## config.mk

```make
export PLATFORM = sky130hd
export DESIGN_NAME = point_spawner
export DESIGN_NICKNAME = d
export VERILOG_FILES = /design/src/rtl/point_spawner.sv
export SDC_FILE = /design/constraint.sdc
export NUM_CORES = 1
export LEC_CHECK = 0
export ABC_AREA = 0
export CELL_PAD_IN_SITES_DETAIL_PLACEMENT = 1
export CELL_PAD_IN_SITES_GLOBAL_PLACEMENT = 1
export CORE_MARGIN = 2
export CORE_UTILIZATION = 47
export DETAILED_ROUTE_END_ITERATION = 8
export HOLD_SLACK_MARGIN = 0.05
export PLACE_DENSITY = 0.83
export RECOVER_POWER = 50
export SKIP_CTS_REPAIR_TIMING = 1
export SLEW_MARGIN = 20
export SYNTH_ARGS = -nofsm -noshare
export SYNTH_HDL_FRONTEND = slang
export SYNTH_SLANG_ARGS = --single-unit
```

## constraint.sdc

```tcl
create_clock -name clk_75 -period 3.66 [get_ports clk_75]
set_clock_uncertainty 0.05 [all_clocks]
set_input_delay 0.732 -clock clk_75 [delete_from_list [all_inputs] [get_ports clk_75]]
set_output_delay 0.732 -clock clk_75 [all_outputs]
set_load 0.02 [all_outputs]
```

## src/rtl/point_spawner.sv

```systemverilog
// Food point spawner for the snake game.
// Keeps up to N_POINTS points live on the map. Candidates come from a
// Galois LFSR, are probed against the tile map and the point table, and
// the survivors are offered to the map-update logic.
//
// Handshake (place_*): place_valid is raised only in PLACE and stays high,
// with place_x/place_y stable, until the cycle where place_valid and
// place_ready are both high; that cycle is the transfer. place_valid never
// depends combinationally on place_ready.
module point_spawner #(
    parameter int MAP_W     = 32,
    parameter int MAP_H     = 24,
    parameter int N_POINTS  = 4,
    parameter int LFSR_W    = 16,
    parameter int MAX_TRIES = 16,
    localparam int XW = $clog2(MAP_W),
    localparam int YW = $clog2(MAP_H),
    localparam int CW = $clog2(N_POINTS + 1)
) (
    input  logic              clk_75,
    input  logic              rst,
    input  logic              enable,
    input  logic              clear,
    input  logic              seed_load,
    input  logic [LFSR_W-1:0] seed,
    input  logic              eat_valid,
    input  logic [XW-1:0]     eat_x,
    input  logic [YW-1:0]     eat_y,
    output logic              tile_rd_en,
    output logic [XW-1:0]     tile_rd_x,
    output logic [YW-1:0]     tile_rd_y,
    input  logic              tile_occupied,
    output logic              place_valid,
    output logic [XW-1:0]     place_x,
    output logic [YW-1:0]     place_y,
    input  logic              place_ready,
    output logic [CW-1:0]     active_count,
    output logic              busy,
    output logic              fail
);

    localparam int TW = (MAX_TRIES > 1) ? $clog2(MAX_TRIES) : 1;
    localparam int IW = (N_POINTS > 1) ? $clog2(N_POINTS) : 1;

    localparam logic [LFSR_W-1:0] LFSR_TAPS = LFSR_W'(16'hB400);
    localparam logic [LFSR_W-1:0] LFSR_ONE  = LFSR_W'(1);
    localparam logic [7:0]        X_SPAN    = 8'(MAP_W - 2);
    localparam logic [7:0]        Y_SPAN    = 8'(MAP_H - 2);
    localparam logic [TW-1:0]     LAST_TRY  = TW'(MAX_TRIES - 1);
    localparam logic [CW-1:0]     FULL_CNT  = CW'(N_POINTS);

    typedef enum logic [2:0] {
        S_IDLE  = 3'd0,
        S_PICK  = 3'd1,
        S_PROBE = 3'd2,
        S_CHECK = 3'd3,
        S_PLACE = 3'd4
    } state_t;

    state_t              state;
    state_t              state_next;

    logic [LFSR_W-1:0]   lfsr;
    logic [7:0]          cx_wide;
    logic [7:0]          cy_wide;
    logic [XW-1:0]       cand_x;
    logic [YW-1:0]       cand_y;
    logic [TW-1:0]       try_cnt;
    logic                fail_q;

    logic [N_POINTS-1:0] slot_valid;
    logic [XW-1:0]       slot_x [N_POINTS];
    logic [YW-1:0]       slot_y [N_POINTS];

    logic [IW-1:0]       free_idx;
    logic                cand_dup;
    logic [CW-1:0]       live_cnt;
    logic                deficit;
    logic                reject;
    logic                last_try;
    logic                check_go;
    logic                fail_set;
    logic                accept;

    // Candidate coordinates folded into the playable interior (walls excluded).
    assign cx_wide = (lfsr[7:0] % X_SPAN) + 8'd1;
    assign cy_wide = (lfsr[15:8] % Y_SPAN) + 8'd1;

    // Table lookups: lowest free slot, duplicate detection and live count.
    always_comb begin
        free_idx = '0;
        cand_dup = 1'b0;
        live_cnt = '0;
        for (int i = N_POINTS - 1; i >= 0; i--) begin
            if (!slot_valid[i]) begin
                free_idx = IW'(i);
            end
            if (slot_valid[i] && slot_x[i] == cand_x && slot_y[i] == cand_y) begin
                cand_dup = 1'b1;
            end
            live_cnt = live_cnt + CW'(slot_valid[i]);
        end
    end

    // Decision terms shared by the FSM and the datapath.
    always_comb begin
        deficit  = live_cnt < FULL_CNT;
        reject   = tile_occupied || cand_dup;
        last_try = try_cnt == LAST_TRY;
        check_go = (state == S_CHECK) && enable && !clear;
        fail_set = check_go && reject && last_try;
        // An offer already on the bus completes even if enable drops; clear wins.
        accept   = (state == S_PLACE) && place_ready && !clear;
    end

    // LFSR: seed load beats the free-running advance; a zero seed becomes 1.
    always_ff @(posedge clk_75) begin
        if (rst) begin
            lfsr <= LFSR_ONE;
        end else if (seed_load) begin
            lfsr <= (seed == '0) ? LFSR_ONE : seed;
        end else begin
            lfsr <= {1'b0, lfsr[LFSR_W-1:1]} ^ (lfsr[0] ? LFSR_TAPS : '0);
        end
    end

    // Candidate register, loaded from the LFSR while in PICK.
    always_ff @(posedge clk_75) begin
        if (rst) begin
            cand_x <= '0;
            cand_y <= '0;
        end else if (state == S_PICK) begin
            cand_x <= cx_wide[XW-1:0];
            cand_y <= cy_wide[YW-1:0];
        end
    end

    // Try counter: counts rejected candidates of the current placement.
    always_ff @(posedge clk_75) begin
        if (rst) begin
            try_cnt <= '0;
        end else if (clear || !enable || accept || fail_set) begin
            try_cnt <= '0;
        end else if (check_go && reject) begin
            try_cnt <= try_cnt + TW'(1);
        end
    end

    // Fail pulse, one cycle after the last rejected CHECK.
    always_ff @(posedge clk_75) begin
        if (rst) begin
            fail_q <= 1'b0;
        end else begin
            fail_q <= fail_set;
        end
    end

    // Point table: eaten points are invalidated, accepted points fill the lowest free slot.
    always_ff @(posedge clk_75) begin
        if (rst || clear) begin
            slot_valid <= '0;
        end else begin
            for (int i = 0; i < N_POINTS; i++) begin
                if (eat_valid && slot_valid[i] && slot_x[i] == eat_x && slot_y[i] == eat_y) begin
                    slot_valid[i] <= 1'b0;
                end
            end
            if (accept) begin
                slot_valid[free_idx] <= 1'b1;
                slot_x[free_idx]     <= cand_x;
                slot_y[free_idx]     <= cand_y;
            end
        end
    end

    // FSM state register.
    always_ff @(posedge clk_75) begin
        if (rst) begin
            state <= S_IDLE;
        end else begin
            state <= state_next;
        end
    end

    // FSM next-state logic; enable low or clear always returns to IDLE.
    always_comb begin
        state_next = state;
        unique case (state)
            S_IDLE:  if (enable && deficit && !clear) state_next = S_PICK;
            S_PICK:  state_next = S_PROBE;
            S_PROBE: state_next = S_CHECK;
            S_CHECK: begin
                if (reject) begin
                    state_next = last_try ? S_IDLE : S_PICK;
                end else begin
                    state_next = S_PLACE;
                end
            end
            S_PLACE: if (place_ready) state_next = S_IDLE;
            default: state_next = S_IDLE;
        endcase
        if (!enable || clear) begin
            state_next = S_IDLE;
        end
    end

    // FSM outputs, all decoded from registered state.
    always_comb begin
        tile_rd_en   = (state == S_PROBE);
        place_valid  = (state == S_PLACE);
        busy         = (state != S_IDLE);
        tile_rd_x    = cand_x;
        tile_rd_y    = cand_y;
        place_x      = cand_x;
        place_y      = cand_y;
        active_count = live_cnt;
        fail         = fail_q;
    end

endmodule

```

==> impl_metrics.csv <==
group,metric,value,unit
die,dieArea,11700,µm²
worst_setup_path,crit_path_start,"slot_valid[0]",
cts,clk_pin_slew,90,ps
run_status,outcome,"finished, final reports clean",
synth,synthArstFlopShare,0,%
global_routing,gr-total-overflow,0,
pwr,p_int,1550,µW
pwr,swShare,28.0,%
routing,routed_via_density,5.79,
worst_setup_path,arrival,2530,ps
sta,finalWorstSetupSlack,350,ps
cts,cts_buffer_depth,2,
synth,synthTopCellsByCount,"69 x xnor2_1, 44 x nor2_1, 40 x edfxtp_1",
pwr,switchingPower,601,µW
routing,drt-total-wl,13.4,mm
pwr,pwr_density_cell,368,nW/µm²
final_layout,final_cells,701,
place,gp_congestion,0.883,
routing,drc,0,
sta,rsz0062_at_grt,"no",
worst_setup_path,path_delay_family,"adder cells",
sta,fin_crit_sh,90.4,%
pwr,ir_worst_vdd,0.181,mV
synth,synth_fp_nets,576,
synth,netlist_instances,534,
worst_setup_path,cp_slowest_stage_delay,590,ps
synth,synth_cell_types,76,
sta,fin_tns_setup,0,ps
worst_setup_path,critical_path_buf_inv_count,3,
sta,final-setup-viol-count,0,
synth,netlist.area_leader.share,23.6,%
synth,yosysMostFrequentCell,"xnor2_1",
pwr,p_total,2150,µW
place,placed_cells,685,
die,row_count,38,
worst_setup_path,rrSetupSlack,380,ps
worst_setup_path,end_kind,"output port",
die,core,10700,µm²
pwr,leakage,0.00195,µW
pwr,p_clk_share,35.5,%
place,port_buffers,60,
synth,synth_seq_area_share,38.5,%
sta,worst_pin_slew,926,ps
die,num_io_pins,61,
routing,drtIter0Drc,127,
worst_setup_path,required,2880,ps
worst_setup_path,path_cells,"inv_1, fa_1, inv_1, ha_1, ha_1, clkdlybuf4s50_1",
final_layout,num_antenna_cells,0,
synth,synth_flop_cell,"edfxtp_1",
worst_setup_path,cp_max_fo,7,
cts,numCtsBuffers,9,
cts,clock-root-buffer,"clkbuf_8",
synth,yosys-top-cells-area,"edfxtp_1 24%, dfxtp_1 15%, xnor2_1 12%",
global_routing,grt_use_total,24.2,%
place,dp_hpwl,9.83,mm
cts,htree_levels,3,
place,dp_slack,471,ps
die,die_w,108,µm
hold_path,hold_class,"reg2reg",
global_routing,grt_pass1_vias,4311,
final_layout,nets,598,
final_layout,drive_gt1_share,8.02,%
sta,fmax,302,MHz
pwr,seqPwrFrac,46.5,%
synth,yosys.area.top_type,"edfxtp_1",
synth,yosys_warnings,0,
sta,hold_viol,0,
worst_setup_path,critPathKind,"reg2out",
synth,ys_ff_latch,78,
routing,vias,4060,
sta,worst_hold_slack,450,ps
sta,timing.final.crit_period,3310,ps
global_routing,grt_max_degree,30,
routing,drtAntennaViolNets,0,
global_routing,grt_antenna_before_repair,0,
pwr,power_frac_comb,18.0,%
synth,synth_edf_count,40,
synth,syn_area,5090,µm²
final_layout,areaGrowthSynthToFinish,14.8,%
routing,drtPass1Iterations,4,
worst_setup_path,r2r-start,"lfsr[11]",
global_routing,grt_pass1_wl,22.1,mm
cts,clk_latency,350,ps
cts,cts_tree,"done",
routing,wl_per_cell,19.2,µm
worst_setup_path,crit_path_start_kind,"flop",
hold_path,hp-start,"try_cnt[1]",
die,die_h,108,µm
synth,avgSynthCellArea,9.54,µm²
worst_setup_path,slowest_stage,"clkdlybuf4s50_1",
die,start_util,47.6,%
flow_run,maxCapViolations,0,
sta,relSlewSlack,38.0,%
cts,cts_num_sinks,78,
sta,slew_viol_final,0,
[layout by cell type, fill, tap and decap left out, types with 8 or more instances in the layout]
cell             instances
nand4_1                 20
nand3b_1                 8
a21oi_1                 26
nand3_1                  9
inv_1                   13
nand2_1                 19
xnor2_1                 69
clkdlybuf4s50_1         58
dfxtp_1                 38
o21ai_0                 19
o211ai_1                 8
nor4_1                   8
mux2i_1                 13
nand2b_1                 9
nor2_1                  44
clkbuf_8                 9
edfxtp_1                40
xor2_1                  26
[flip-flops by register name (all words and copies together), names as in the netlist]
signal and flops:
slot_x 20, try_cnt 4, slot_y 20, fail 1
state 3, place_x 5, slot_valid 4, lfsr 16
place_y 5
[path summary, 6_finish.rpt]
path                            cells past startpoint         endpoint
worst max-delay path                                6  active_count[1]
worst min-delay path                                2       try_cnt[1]
worst min register to register                      2       try_cnt[1]
worst max register to register                      9       place_y[4]
[metal layers]
layer,track usage [%],up-vias,share of wire (%)
met5,0,-,0
met4,10.1,0,2.9
met3,3.74,26,3.2
met2,42.9,82,51
met1,29.0,2004,43
li1,-,1948,-
[power groups by stage]
stage	Clock (µW)	Sequential (µW)	Combinational, µW
2_1_floorplan	0	974	316
3_3_place_gp	0	1020	369
3_5_place_dp	0	1020	384
4_1_cts	776	1000	391
5_1_grt	808	1010	423
6_report	762	1000	387
[worst reg2reg max path, cell delays in order (launching register included)]
cell and delay (ps):
dfxtp_1 760, clkinv_1 440, mux4_2 520, o211ai_1 170, a211oi_2 140, o31ai_2 340, xnor2_1 190, ha_1 270
a311o_1 210, o211ai_2 80
[stage by stage]
step / instance area, µm² / utilization, %
after floorplan: 5090 / -
after global placement: 5630 / 52.6
after detailed placement: 5630 / 52.6
after CTS: 5860 / 54.8
after global routing: 5850 / 54.7
final: 5850 / 54.7
[cell families after synthesis]
| family | synth area share, % |
|---|---|
| fa+ha+maj | 2.33 |
| buf+inv | 6.83 |
| xor+xnor | 16.3 |
| mux | 3.51 |
| compound gates | 15.5 |
| simple gates | 16.9 |
| flops | 38.5 |
[final cells by class]
cell class              instances  area [µm²]
flip-flops and latches         78        1960
inverters                      14        52.6
multi-input cells             386        2790
clock buffers                  11         153
clock inverters                 5        81.3
fillers                      1213        4850
well taps                     140         175
repair buffers                 67         638
Note: power is estimated with default switching activity, not from simulation.
